`config.mk`:
```
export PLATFORM = sky130hd
export DESIGN_NAME = alu_op_sequencer
export DESIGN_NICKNAME = d
export VERILOG_FILES = /design/src/rtl/alu_pkg.sv /design/src/rtl/alu_op_decoder.sv /design/src/rtl/alu_op_sequencer.sv
export SDC_FILE = /design/constraint.sdc
export NUM_CORES = 1
export LEC_CHECK = 0
export ABC_AREA = 1
export CAP_MARGIN = 40
export CORE_ASPECT_RATIO = 0.5
export CORE_MARGIN = 2
export CORE_UTILIZATION = 40
export CTS_CLUSTER_DIAMETER = 200
export CTS_CLUSTER_SIZE = 14
export DETAILED_ROUTE_END_ITERATION = 16
export PLACE_DENSITY = 0.73
export SLEW_MARGIN = 5
export SYNTH_ARGS = -nofsm -noshare
export SYNTH_HDL_FRONTEND = slang
export SYNTH_SLANG_ARGS = --single-unit
```
`constraint.sdc`:
```
create_clock -name clk -period 4.9 [get_ports clk]
set_input_delay 0.49 -clock clk [delete_from_list [all_inputs] [get_ports clk]]
set_output_delay 0.49 -clock clk [all_outputs]
set_load 0.1 [all_outputs]
```
`src/rtl/alu_pkg.sv`:
```
// Shared constants for the Mini MIPS ALU sequencer: ALUOp codes, opcode/funct values, FSM states.
package alu_pkg;

  localparam logic [2:0] ALU_AND = 3'b000;
  localparam logic [2:0] ALU_ADD = 3'b001;
  localparam logic [2:0] ALU_SUB = 3'b010;
  localparam logic [2:0] ALU_XOR = 3'b011;
  localparam logic [2:0] ALU_NOR = 3'b100;
  localparam logic [2:0] ALU_OR  = 3'b101;
  localparam logic [2:0] ALU_SLT = 3'b110;

  localparam logic [5:0] OP_RTYPE = 6'h00;
  localparam logic [5:0] OP_BEQ   = 6'h04;
  localparam logic [5:0] OP_BNE   = 6'h05;
  localparam logic [5:0] OP_ADDI  = 6'h08;
  localparam logic [5:0] OP_SLTI  = 6'h0A;
  localparam logic [5:0] OP_ANDI  = 6'h0C;
  localparam logic [5:0] OP_ORI   = 6'h0D;
  localparam logic [5:0] OP_XORI  = 6'h0E;

  localparam logic [5:0] FN_ADD = 6'h20;
  localparam logic [5:0] FN_SUB = 6'h22;
  localparam logic [5:0] FN_AND = 6'h24;
  localparam logic [5:0] FN_OR  = 6'h25;
  localparam logic [5:0] FN_XOR = 6'h26;
  localparam logic [5:0] FN_NOR = 6'h27;
  localparam logic [5:0] FN_SLT = 6'h2A;

  typedef enum logic [1:0] {StIdle, StDecode, StExec, StResp} seq_state_e;

endpackage

```
`src/rtl/alu_op_decoder.sv`:
```
// Combinational opcode/funct decode into ALUOp, B-operand source and branch/illegal flags.
module alu_op_decoder
  import alu_pkg::*;
(
  input  logic [5:0] opcode_i,
  input  logic [5:0] funct_i,
  output logic [2:0] alu_op_o,
  output logic       use_imm_o,
  output logic       sign_ext_o,
  output logic       is_beq_o,
  output logic       is_bne_o,
  output logic       illegal_o
);

  always_comb begin
    alu_op_o   = ALU_AND;
    use_imm_o  = 1'b0;
    sign_ext_o = 1'b0;
    is_beq_o   = 1'b0;
    is_bne_o   = 1'b0;
    illegal_o  = 1'b0;
    case (opcode_i)
      OP_RTYPE: begin
        case (funct_i)
          FN_ADD:  alu_op_o = ALU_ADD;
          FN_SUB:  alu_op_o = ALU_SUB;
          FN_AND:  alu_op_o = ALU_AND;
          FN_OR:   alu_op_o = ALU_OR;
          FN_XOR:  alu_op_o = ALU_XOR;
          FN_NOR:  alu_op_o = ALU_NOR;
          FN_SLT:  alu_op_o = ALU_SLT;
          default: illegal_o = 1'b1;
        endcase
      end
      OP_ADDI: begin
        alu_op_o   = ALU_ADD;
        use_imm_o  = 1'b1;
        sign_ext_o = 1'b1;
      end
      OP_SLTI: begin
        alu_op_o   = ALU_SLT;
        use_imm_o  = 1'b1;
        sign_ext_o = 1'b1;
      end
      OP_ANDI: begin
        alu_op_o  = ALU_AND;
        use_imm_o = 1'b1;
      end
      OP_ORI: begin
        alu_op_o  = ALU_OR;
        use_imm_o = 1'b1;
      end
      OP_XORI: begin
        alu_op_o  = ALU_XOR;
        use_imm_o = 1'b1;
      end
      OP_BEQ: begin
        alu_op_o = ALU_SUB;
        is_beq_o = 1'b1;
      end
      OP_BNE: begin
        alu_op_o = ALU_SUB;
        is_bne_o = 1'b1;
      end
      default: illegal_o = 1'b1;
    endcase
  end

endmodule

```
`src/rtl/alu_op_sequencer.sv`:
```
// Four-state sequencer: accepts one decoded instruction, drives the external ALU for one
// cycle, and returns the captured result with branch-taken and illegal flags.
module alu_op_sequencer
  import alu_pkg::*;
#(
  parameter int unsigned DATA_W   = 32,
  parameter int unsigned ALU_OP_W = 3
) (
  input  logic                clk,
  input  logic                reset,
  input  logic                req_valid,
  output logic                req_ready,
  input  logic [5:0]          req_opcode,
  input  logic [5:0]          req_funct,
  input  logic [DATA_W-1:0]   req_rs_val,
  input  logic [DATA_W-1:0]   req_rt_val,
  input  logic [15:0]         req_imm,
  output logic [DATA_W-1:0]   alu_a,
  output logic [DATA_W-1:0]   alu_b,
  output logic [ALU_OP_W-1:0] alu_op,
  input  logic [DATA_W-1:0]   alu_result,
  input  logic                alu_equal,
  output logic                resp_valid,
  input  logic                resp_ready,
  output logic [DATA_W-1:0]   resp_result,
  output logic                resp_branch_taken,
  output logic                resp_illegal
);

  seq_state_e state_q, state_d;

  logic [5:0]          opcode_q, opcode_d;
  logic [5:0]          funct_q, funct_d;
  logic [DATA_W-1:0]   rs_q, rs_d;
  logic [DATA_W-1:0]   rt_q, rt_d;
  logic [15:0]         imm_q, imm_d;
  logic [ALU_OP_W-1:0] op_q, op_d;
  logic [DATA_W-1:0]   b_q, b_d;
  logic                illegal_q, illegal_d;
  logic                beq_q, beq_d;
  logic                bne_q, bne_d;
  logic [DATA_W-1:0]   result_q, result_d;
  logic                taken_q, taken_d;

  logic [2:0] dec_op;
  logic       dec_use_imm, dec_sign_ext, dec_beq, dec_bne, dec_illegal;
  logic [DATA_W-1:0] imm_ext;

  alu_op_decoder u_decoder (
    .opcode_i   (opcode_q),
    .funct_i    (funct_q),
    .alu_op_o   (dec_op),
    .use_imm_o  (dec_use_imm),
    .sign_ext_o (dec_sign_ext),
    .is_beq_o   (dec_beq),
    .is_bne_o   (dec_bne),
    .illegal_o  (dec_illegal)
  );

  assign imm_ext = dec_sign_ext ? {{(DATA_W-16){imm_q[15]}}, imm_q} : {{(DATA_W-16){1'b0}}, imm_q};

  always_comb begin
    state_d    = state_q;
    opcode_d   = opcode_q;
    funct_d    = funct_q;
    rs_d       = rs_q;
    rt_d       = rt_q;
    imm_d      = imm_q;
    op_d       = op_q;
    b_d        = b_q;
    illegal_d  = illegal_q;
    beq_d      = beq_q;
    bne_d      = bne_q;
    result_d   = result_q;
    taken_d    = taken_q;
    req_ready  = 1'b0;
    resp_valid = 1'b0;
    // ALU inputs are only driven in StExec so it stays quiet otherwise.
    alu_a      = '0;
    alu_b      = '0;
    alu_op     = '0;
    case (state_q)
      StIdle: begin
        req_ready = 1'b1;
        if (req_valid) begin
          opcode_d = req_opcode;
          funct_d  = req_funct;
          rs_d     = req_rs_val;
          rt_d     = req_rt_val;
          imm_d    = req_imm;
          state_d  = StDecode;
        end
      end
      StDecode: begin
        op_d      = dec_op;
        b_d       = dec_use_imm ? imm_ext : rt_q;
        illegal_d = dec_illegal;
        beq_d     = dec_beq;
        bne_d     = dec_bne;
        if (dec_illegal) begin
          result_d = '0;
          taken_d  = 1'b0;
          state_d  = StResp;
        end else begin
          state_d = StExec;
        end
      end
      StExec: begin
        alu_a    = rs_q;
        alu_b    = b_q;
        alu_op   = op_q;
        result_d = alu_result;
        taken_d  = (beq_q & alu_equal) | (bne_q & ~alu_equal);
        state_d  = StResp;
      end
      StResp: begin
        resp_valid = 1'b1;
        if (resp_ready) state_d = StIdle;
      end
      default: state_d = StIdle;
    endcase
  end

  always_ff @(posedge clk or posedge reset) begin
    if (reset) begin
      state_q   <= StIdle;
      opcode_q  <= '0;
      funct_q   <= '0;
      rs_q      <= '0;
      rt_q      <= '0;
      imm_q     <= '0;
      op_q      <= '0;
      b_q       <= '0;
      illegal_q <= 1'b0;
      beq_q     <= 1'b0;
      bne_q     <= 1'b0;
      result_q  <= '0;
      taken_q   <= 1'b0;
    end else begin
      state_q   <= state_d;
      opcode_q  <= opcode_d;
      funct_q   <= funct_d;
      rs_q      <= rs_d;
      rt_q      <= rt_d;
      imm_q     <= imm_d;
      op_q      <= op_d;
      b_q       <= b_d;
      illegal_q <= illegal_d;
      beq_q     <= beq_d;
      bne_q     <= bne_d;
      result_q  <= result_d;
      taken_q   <= taken_d;
    end
  end

  assign resp_result       = result_q;
  assign resp_branch_taken = taken_q;
  assign resp_illegal      = illegal_q;

endmodule

```
==> results of run 1 <==
[synth_stat cells (all sizes together)]
cell type | number | share of area [%]
a21boi | 1 | 0.099
o21ai | 23 | 1.5
buf | 14 | 1.3
nor2 | 72 | 3.7
inv | 136 | 6.7
nand2 | 230 | 12
clkbuf | 34 | 1.7
dfrtp | 165 | 54
a21oi | 57 | 3.8
ha | 4 | 0.66
a31oi | 2 | 0.16
nand3 | 61 | 4.0
mux2 | 66 | 9.8
nand4 | 4 | 0.33
o22ai | 2 | 0.16
and2 | 1 | 0.082
[path summary, 6_finish.rpt]
path / start / endpoint
setup / recovery: state_q[0] / alu_a[20]
hold / removal: b_q[17] / b_q[17]
setup reg to reg: opcode_q[3] / b_q[4]
hold reg to reg: b_q[17] / b_q[17]
max in group asynchronous: reset / rs_q[17]
min in group asynchronous: reset / rs_q[23]
[final cells by class]
| cell class | instances | area (sq um) | share of cell area [%] |
|---|---|---|---|
| timing repair buffer | 343 | 4130 | 33.2 |
| inverter | 136 | 514 | 4.13 |
| clock inverter | 15 | 170 | 1.37 |
| clock buffer | 17 | 425 | 3.42 |
| sequential | 165 | 4130 | 33.2 |
| tap | 259 | 324 | 2.60 |
| multi-input combinational | 523 | 2750 | 22.1 |
[through the flow]
stage	setup WS [ns]	hold slack [ns]	area, sq um	cells	util (%)
after floorplan	2.29	0.448	7600	872	-
after global placement	1.77	0.463	10100	1321	54.5
after detailed placement	2.05	0.466	11800	1426	63.9
after CTS	1.61	0.485	12400	1458	67.2
after global routing	1.47	0.508	12400	1458	67.2
final	1.64	0.484	12400	1458	67.2
[power by group through the flow]
| stage | logic (W) | clock network, W | registers [W] |
|---|---|---|---|
| after global placement | 0.00453 | 0 | 0.00230 |
| after detailed placement | 0.00563 | 0 | 0.00233 |
| after floorplan | 0.00320 | 0 | 0.00267 |
| after global routing | 0.00597 | 0.00145 | 0.00239 |
| after CTS | 0.00565 | 0.00139 | 0.00232 |
| final | 0.00562 | 0.00136 | 0.00232 |
[flip-flops by register name, summed over array words and instances, names as in the netlist]
register,flops
b_q,32
resp_result,32
rs_q,32
rt_q,32
imm_q,16
funct_q,6
opcode_q,6
op_q,3
state_q,2
beq_q,1
bne_q,1
resp_branch_taken,1
resp_illegal,1
[critical path: cells and delay by family, from the launching register on]
kind,cells,cell delay (ns)
adders and majority gates,1,0.74
buffers and inverters,4,1.00
DFF,1,0.42
and+or+nand+nor,1,0.16
[per-layer routing]
| layer | vias to the layer above | GRT usage (%) | part of all wire [%] |
|---|---|---|---|
| li1 | 3333 | - | - |
| met1 | 3439 | 26.8 | 40 |
| met2 | 197 | 42.9 | 53 |
| met3 | 56 | 5.13 | 4.3 |
| met4 | 0 | 10.2 | 3.0 |
| met5 | - | 0 | 0 |
[cells by family after synthesis]
family          Yosys count
mux                      66
flops                   165
buf+inv                 184
compound gates           85
fa+ha+maj                 4
simple gates            368
==> impl_metrics.tcl, run 1 <==
set metrics [dict create \
    cts_made_buffers 17 \
    clkTransAtPathRegs_ns 0.07 \
    fillers 1410 \
    start_util_pct 41.0 \
    grt_start_max_net_pins 166 \
    power.switching_w 0.00452 \
    seq_power_share_pct 25.0 \
    fin_crit_sh_pct 66.4 \
    ir_drop_v 0.000450 \
    drive_above_1_share_pct 18.5 \
    synthAdderAreaFrac_pct 0.658 \
    dieArea_sq_um 20200 \
    post-dp-hpwl_um 15800 \
    synth-xor-area-share_pct 0 \
    hold_path_class "register to register" \
    vias 7025 \
    core_area_sq_um 18500 \
    first_global_vias 7566 \
    critPathSlowestCell "ha_4" \
    antenna_found_initial 0 \
    area_delta_synth_final_pct 63.7 \
    crit_chain "inv_1, ha_4, nand2_1, inv_1, clkdlybuf4s50_1, buf_8" \
    avgSynthCellArea_sq_um 8.72 \
    drt.antenna.violating_nets 0 \
    synth.net_count 1005 \
    clockPowerShare_pct 14.6 \
    hold_buffers 0 \
    postCtsSetupRepairBufs 0 \
    r2r.worst_path.cells 7 \
    layout_common_cells "clkdlybuf4s50_1 (231), nand2_1 (224), dfrtp_1 (165)" \
    vias_per_cell 4.82 \
    cts_buffer_depth 2 \
    wire_per_inst_um 15.6 \
    rows 35 \
    syn_inst 872 \
    synth_cell_types 26 \
    combinationalPowerShare_pct 60.4 \
    crit_fanout 76 \
    slowest_delay_ns 0.74 \
    ys_seq_elements 165 \
    cts_tree "done" \
    drt_iter0_drc 331 \
    timing.setup.tns_ns 0 \
    finalHoldViolCount 0 \
    switching_share_pct 48.6 \
    finalNetCount 1319 \
    finClkSkew_ns 0.00915 \
    rsz0062_at_grt "no" \
    layout_commonest_cell "clkdlybuf4s50_1" \
    clk_latency_ns 0.42 \
    cp_common_cell "inv_1" \
    slew_headroom_pct 27.8 \
    fin_crit_ns 3.26 \
    setup_violations 0 \
    io_pins 232 \
    powerDensity_nw_per_um2 748 \
    wl_um 22800 \
    hold_depth 2 \
    p_leak_nw 6.38 \
    synthSimpleGateAreaFrac_pct 19.8 \
    die_h_um 101 \
    grtUsageTotal_pct 23.4 \
    worst_pin_slew_ns 1.08 \
    end_kind "output port" \
    max_freq_mhz 307 \
    syn_area_sq_um 7600 \
    cts_sinks 165 \
    cts_resized 0 \
    cp.required_ns 4.41 \
    synth_top_family_by_area "simple AND/OR/NAND/NOR gates" \
    drv_cap 0 \
    slew_viol_final 0 \
    power_w 0.00930 \
    path_class "register to output port" \
    run_status "finished, final reports clean" \
    crit_path_start_kind "register" \
    fp.dieW_um 199 \
    grt_pass1_wl_um 37100 \
    overflow 0 \
    gp_congestion 0.844 \
    r2r_slack_ns 2.23 \
    intPower_w 0.00478 \
    port-buffer-count 231 \
    first_pass_iters 5 \
    yosys_warnings 0 \
    root_buffer "clkbuf_16" \
    diodes 0 \
    cp.arrival_ns 2.77 \
    muxShareOfSynthArea_pct 9.78 \
    drc 0 \
    htreeDepth 4 \
    seq_area_frac_synth_pct 54.3 \
    synth_compound_area_share_pct 5.70 \
]
(Power assumes the default switching activity.)
==> run 2, diff against run 1 <==
--- a/config.mk
+++ b/config.mk
@@ -13,7 +13,7 @@
 export CTS_CLUSTER_DIAMETER = 200
 export CTS_CLUSTER_SIZE = 14
 export DETAILED_ROUTE_END_ITERATION = 16
-export PLACE_DENSITY = 0.73
+export PLACE_DENSITY = 0.7
 export SLEW_MARGIN = 5
 export SYNTH_ARGS = -nofsm -noshare
 export SYNTH_HDL_FRONTEND = slang
==> constraint.sdc (replaced) <==
create_clock -name clk -period 3 [get_ports clk]
set_input_delay 0.3 -clock clk [delete_from_list [all_inputs] [get_ports clk]]
set_output_delay 0.3 -clock clk [all_outputs]
set_load 0.1 [all_outputs]
==> impl_metrics.tcl, run 2 (synthesized netlist as in run 1, its figures left out) <==
set metrics [dict create \
    timing.setup.tns_ns 0 \
    drive_above_1_share_pct 20.4 \
    hold_buffers 0 \
    rsz0062_at_grt "no" \
    start_util_pct 41.0 \
    fin_util_pct 57.5 \
    layout_commonest_cell "nand2_1" \
    slew_headroom_pct 47.1 \
    grt_pass1_wl_um 32000 \
    drc 0 \
    fin_ws_ns 0.443 \
    gp_congestion 0.838 \
    area_delta_synth_final_pct 40.1 \
    drt.antenna.violating_nets 0 \
    run_status "finished, final reports clean" \
    cts_buffer_depth 2 \
    htreeDepth 4 \
    wl_um 19900 \
    setup_violations 0 \
    cts_resized 0 \
    diodes 0 \
    clk_latency_ns 0.42 \
    hold_path_class "input pin to asynchronous set/reset pin" \
    vias_per_cell 4.70 \
    max_freq_mhz 391 \
    cp.required_ns 2.70 \
    fp.dieW_um 199 \
    ir_drop_v 0.000806 \
    clkTransAtPathRegs_ns 0.07 \
    port-buffer-count 231 \
    rows 35 \
    cts_made_buffers 17 \
    end_kind "output port" \
    dieArea_sq_um 20200 \
    cts_sinks 165 \
    r2r.worst_path.cells 7 \
    fin_crit_ns 2.56 \
    worst_pin_slew_ns 0.792 \
    cp.arrival_ns 2.26 \
    wire_per_inst_um 14.5 \
    io_pins 232 \
    slew_viol_final 0 \
    finalHoldViolCount 0 \
    grtUsageTotal_pct 20.1 \
    cts_tree "done" \
    post-place-ws_ns 0.590 \
    antenna_found_initial 0 \
    powerDensity_nw_per_um2 1270 \
    post-dp-hpwl_um 13900 \
    p_leak_nw 5.83 \
    drv_cap 0 \
    first_pass_iters 5 \
    finalNetCount 1228 \
    vias 6415 \
    drt_iter0_drc 214 \
    grt_start_max_net_pins 60 \
    core_area_sq_um 18500 \
    crit_path_start_kind "register" \
    path_class "register to output port" \
    first_global_vias 6484 \
    postCtsSetupRepairBufs 0 \
    root_buffer "clkbuf_16" \
    overflow 0 \
    layout_common_cells "nand2_1 (224), dfrtp_1 (165), inv_1 (134), clkdlybuf4s50_1 (134), buf_4 (108)" \
    finClkSkew_ns 0.0104 \
    crit_fanout 29 \
    fin_crit_sh_pct 85.2 \
    die_h_um 101 \
]
## run 2: area by class of cell
type                    count  area (sq um)
multi-input cells         523          2750
inverters                 136           514
repair buffers            252          2320
flip-flops and latches    165          4130
fillers                  1647          7870
well taps                 259           324
clock buffers              17           425
clock inverters            13           184
## run 2: per-layer routing
layer | wire, um | track usage [%] | vias to the layer above
met2 | 9910 | 34.4 | 162
met4 | 438 | 6.89 | 0
met3 | 900 | 4.43 | 29
li1 | - | - | 3146
met5 | 0 | 0 | -
met1 | 8600 | 25.5 | 3078
## run 2: where the power goes
part / internal, W / total, W / switching [W]
clock network: 0.00138 / 0.00228 / 0.000899
logic: 0.00199 / 0.00747 / 0.00547
registers: 0.00323 / 0.00375 / 0.000518
total: 0.00661 / 0.0135 / 0.00689
## run 2: critical path: stages, from the launching register on
cell,delay [ns]
dfrtp_1,0.43
inv_1,0.14
ha_4,0.39
buf_4,0.40
nand2_1,0.10
inv_1,0.08
buf_4,0.29
## run 2: path summary, 6_finish.rpt
check | startpoint | to | slack, ns
worst max-delay path | state_q[0] | alu_b[11] | 0.44
worst min-delay path | reset | rs_q[24] | 0.38
worst max register to register | opcode_q[3] | b_q[11] | 0.57
worst min register to register | b_q[17] | b_q[17] | 0.48
max in group asynchronous | reset | resp_result[20] | 1.85
min in group clk | req_rt_val[30] | rt_q[30] | 0.46
## run 2: stage by stage
stage                     power, W  hold slack, ns  std cells  instance area (sq um)
after floorplan            0.00959           0.448        872                   7600
after global placement      0.0111           0.463       1329                   9950
after detailed placement    0.0113           0.465       1335                  10000
after CTS                   0.0136           0.391       1365                  10700
after global routing        0.0143           0.441       1365                  10700
final                       0.0135           0.380       1365                  10700
==> run 3, diff against run 2 <==
--- a/config.mk
+++ b/config.mk
@@ -9,11 +9,11 @@
 export CAP_MARGIN = 40
 export CORE_ASPECT_RATIO = 0.5
 export CORE_MARGIN = 2
-export CORE_UTILIZATION = 40
+export CORE_UTILIZATION = 47
 export CTS_CLUSTER_DIAMETER = 200
 export CTS_CLUSTER_SIZE = 14
 export DETAILED_ROUTE_END_ITERATION = 16
-export PLACE_DENSITY = 0.7
+export PLACE_DENSITY = 0.8
 export SLEW_MARGIN = 5
 export SYNTH_ARGS = -nofsm -noshare
 export SYNTH_HDL_FRONTEND = slang
==> impl_metrics.tcl, run 3 (synthesized netlist as in run 1, its figures left out) <==
set metrics [dict create \
    run_status "finished, final reports clean" \
    crit_fanout 41 \
    drc 0 \
    ir_drop_v 0.000839 \
    clkTransAtPathRegs_ns 0.07 \
    finalHoldViolCount 0 \
    dieArea_sq_um 17300 \
    cts_resized 0 \
    hold_buffers 0 \
    fp.dieW_um 184 \
    die_h_um 93.9 \
    slew_viol_final 0 \
    hold_path_class "input pin to asynchronous set/reset pin" \
    htreeDepth 4 \
    fin_util_pct 67.9 \
    root_buffer "clkbuf_16" \
    cp.required_ns 2.70 \
    port-buffer-count 231 \
    post-place-ws_ns 0.504 \
    r2r.worst_path.cells 7 \
    postCtsSetupRepairBufs 0 \
    fin_hold_ws_ns 0.370 \
    fin_crit_sh_pct 88.5 \
    first_pass_iters 5 \
    p_leak_nw 5.82 \
    r2r_slack_ns 0.49 \
    post-dp-hpwl_um 13400 \
    vias_per_cell 4.91 \
    overflow 0 \
    grtUsageTotal_pct 22.8 \
    grt_start_max_net_pins 72 \
    grt_pass1_wl_um 31400 \
    finClkSkew_ns 0.0112 \
    drv_cap 0 \
    clk_latency_ns 0.42 \
    r2r-end "resp_result[13]" \
    place_area_sq_um 10000 \
    io_pins 232 \
    vias 6453 \
    drive_above_1_share_pct 20.4 \
    fin_ws_ns 0.345 \
    diodes 0 \
    wire_per_inst_um 14.7 \
    finalNetCount 1231 \
    crit_path_start_kind "register" \
    wl_um 19300 \
    stdcell_area_sq_um 10600 \
    powerDensity_nw_per_um2 1260 \
    worst_pin_slew_ns 0.883 \
    drt_iter0_drc 370 \
    r2r-start "state_q[1]" \
    cp-startpoint "state_q[0]" \
    max_freq_mhz 377 \
    cts_sinks 165 \
    cts_buffer_depth 2 \
    rsz0062_at_grt "no" \
    area_delta_synth_final_pct 39.4 \
    first_global_vias 6606 \
    timing.setup.tns_ns 0 \
    slew_headroom_pct 41.0 \
    layout_common_cells "nand2_1 (224), dfrtp_1 (165), clkdlybuf4s50_1 (138)" \
    cts_tree "done" \
    fin_crit_ns 2.65 \
    ff_latch_area_sq_um 4130 \
    path_class "register to output port" \
    core_area_sq_um 15600 \
    end_kind "output port" \
    rows 32 \
    cp-endpoint "alu_b[0]" \
    setup_violations 0 \
    fillers 1214 \
    gp_congestion 0.795 \
    antenna_found_initial 0 \
    drt.antenna.violating_nets 0 \
    multi_input_area_sq_um 2750 \
    layout_commonest_cell "nand2_1" \
    start_util_pct 48.7 \
    cp.arrival_ns 2.35 \
    cts_made_buffers 17 \
]
[run 3: changes by cell type in the layout (fill, tap and decap cells not counted), moves of 2 or more]
| cell | previous run | this run |
|---|---|---|
| buf_8 | 6 | 10 |
| inv_6 | 1 | 5 |
| clkinv_2 | 3 | 1 |
| clkbuf_8 | 0 | 2 |
| clkdlybuf4s50_1 | 134 | 138 |
| clkinvlp_4 | 4 | 6 |
| bufinv_16 | 4 | 0 |
| buf_4 | 108 | 103 |
[run 3: power breakdown]
| part | switching, W | internal [W] |
|---|---|---|
| Sequential | 0.000538 | 0.00323 |
| Clock | 0.000933 | 0.00112 |
| Combinational | 0.00547 | 0.00205 |
| Total | 0.00694 | 0.00639 |
[run 3: layout make-up]
cell class,instances,share of cell area [%]
flip-flops and latches,165,39.0
inverters,136,4.85
multi-input cells,523,26.0
clock buffers,20,4.31
clock inverters,12,0.897
repair buffers,255,22.6
well taps,204,2.41
[run 3: critical path: stages, from the launching register on]
cell     delay (ns)
dfrtp_1        0.43
inv_1          0.14
ha_4           0.41
buf_4          0.48
nand2_1        0.12
inv_1          0.08
buf_4          0.28
[run 3: worst min-delay path by stage]
stage	startpoint	to	slack, ns
2_1_floorplan	beq_q	beq_q	0.45
3_3_place_gp	b_q[18]	b_q[18]	0.46
3_5_place_dp	op_q[1]	op_q[1]	0.47
4_1_cts	reset	rt_q[23]	0.40
5_1_grt	reset	rt_q[23]	0.43
6_report	reset	rt_q[23]	0.37
[run 3: per-layer routing]
metal	GRT usage, %	vias to the layer above	share of wire, %
met5	0	-	0
met2	40.5	171	50
li1	-	3147	-
met1	28.1	3101	43
met4	7.40	0	2.0
met3	4.81	34	5.1
[run 3: metrics by stage]
step,cells,power [W]
floorplan,872,0.00959
global placement,1271,0.0110
detailed placement,1283,0.0113
CTS,1315,0.0134
global route,1315,0.0141
finish,1315,0.0133
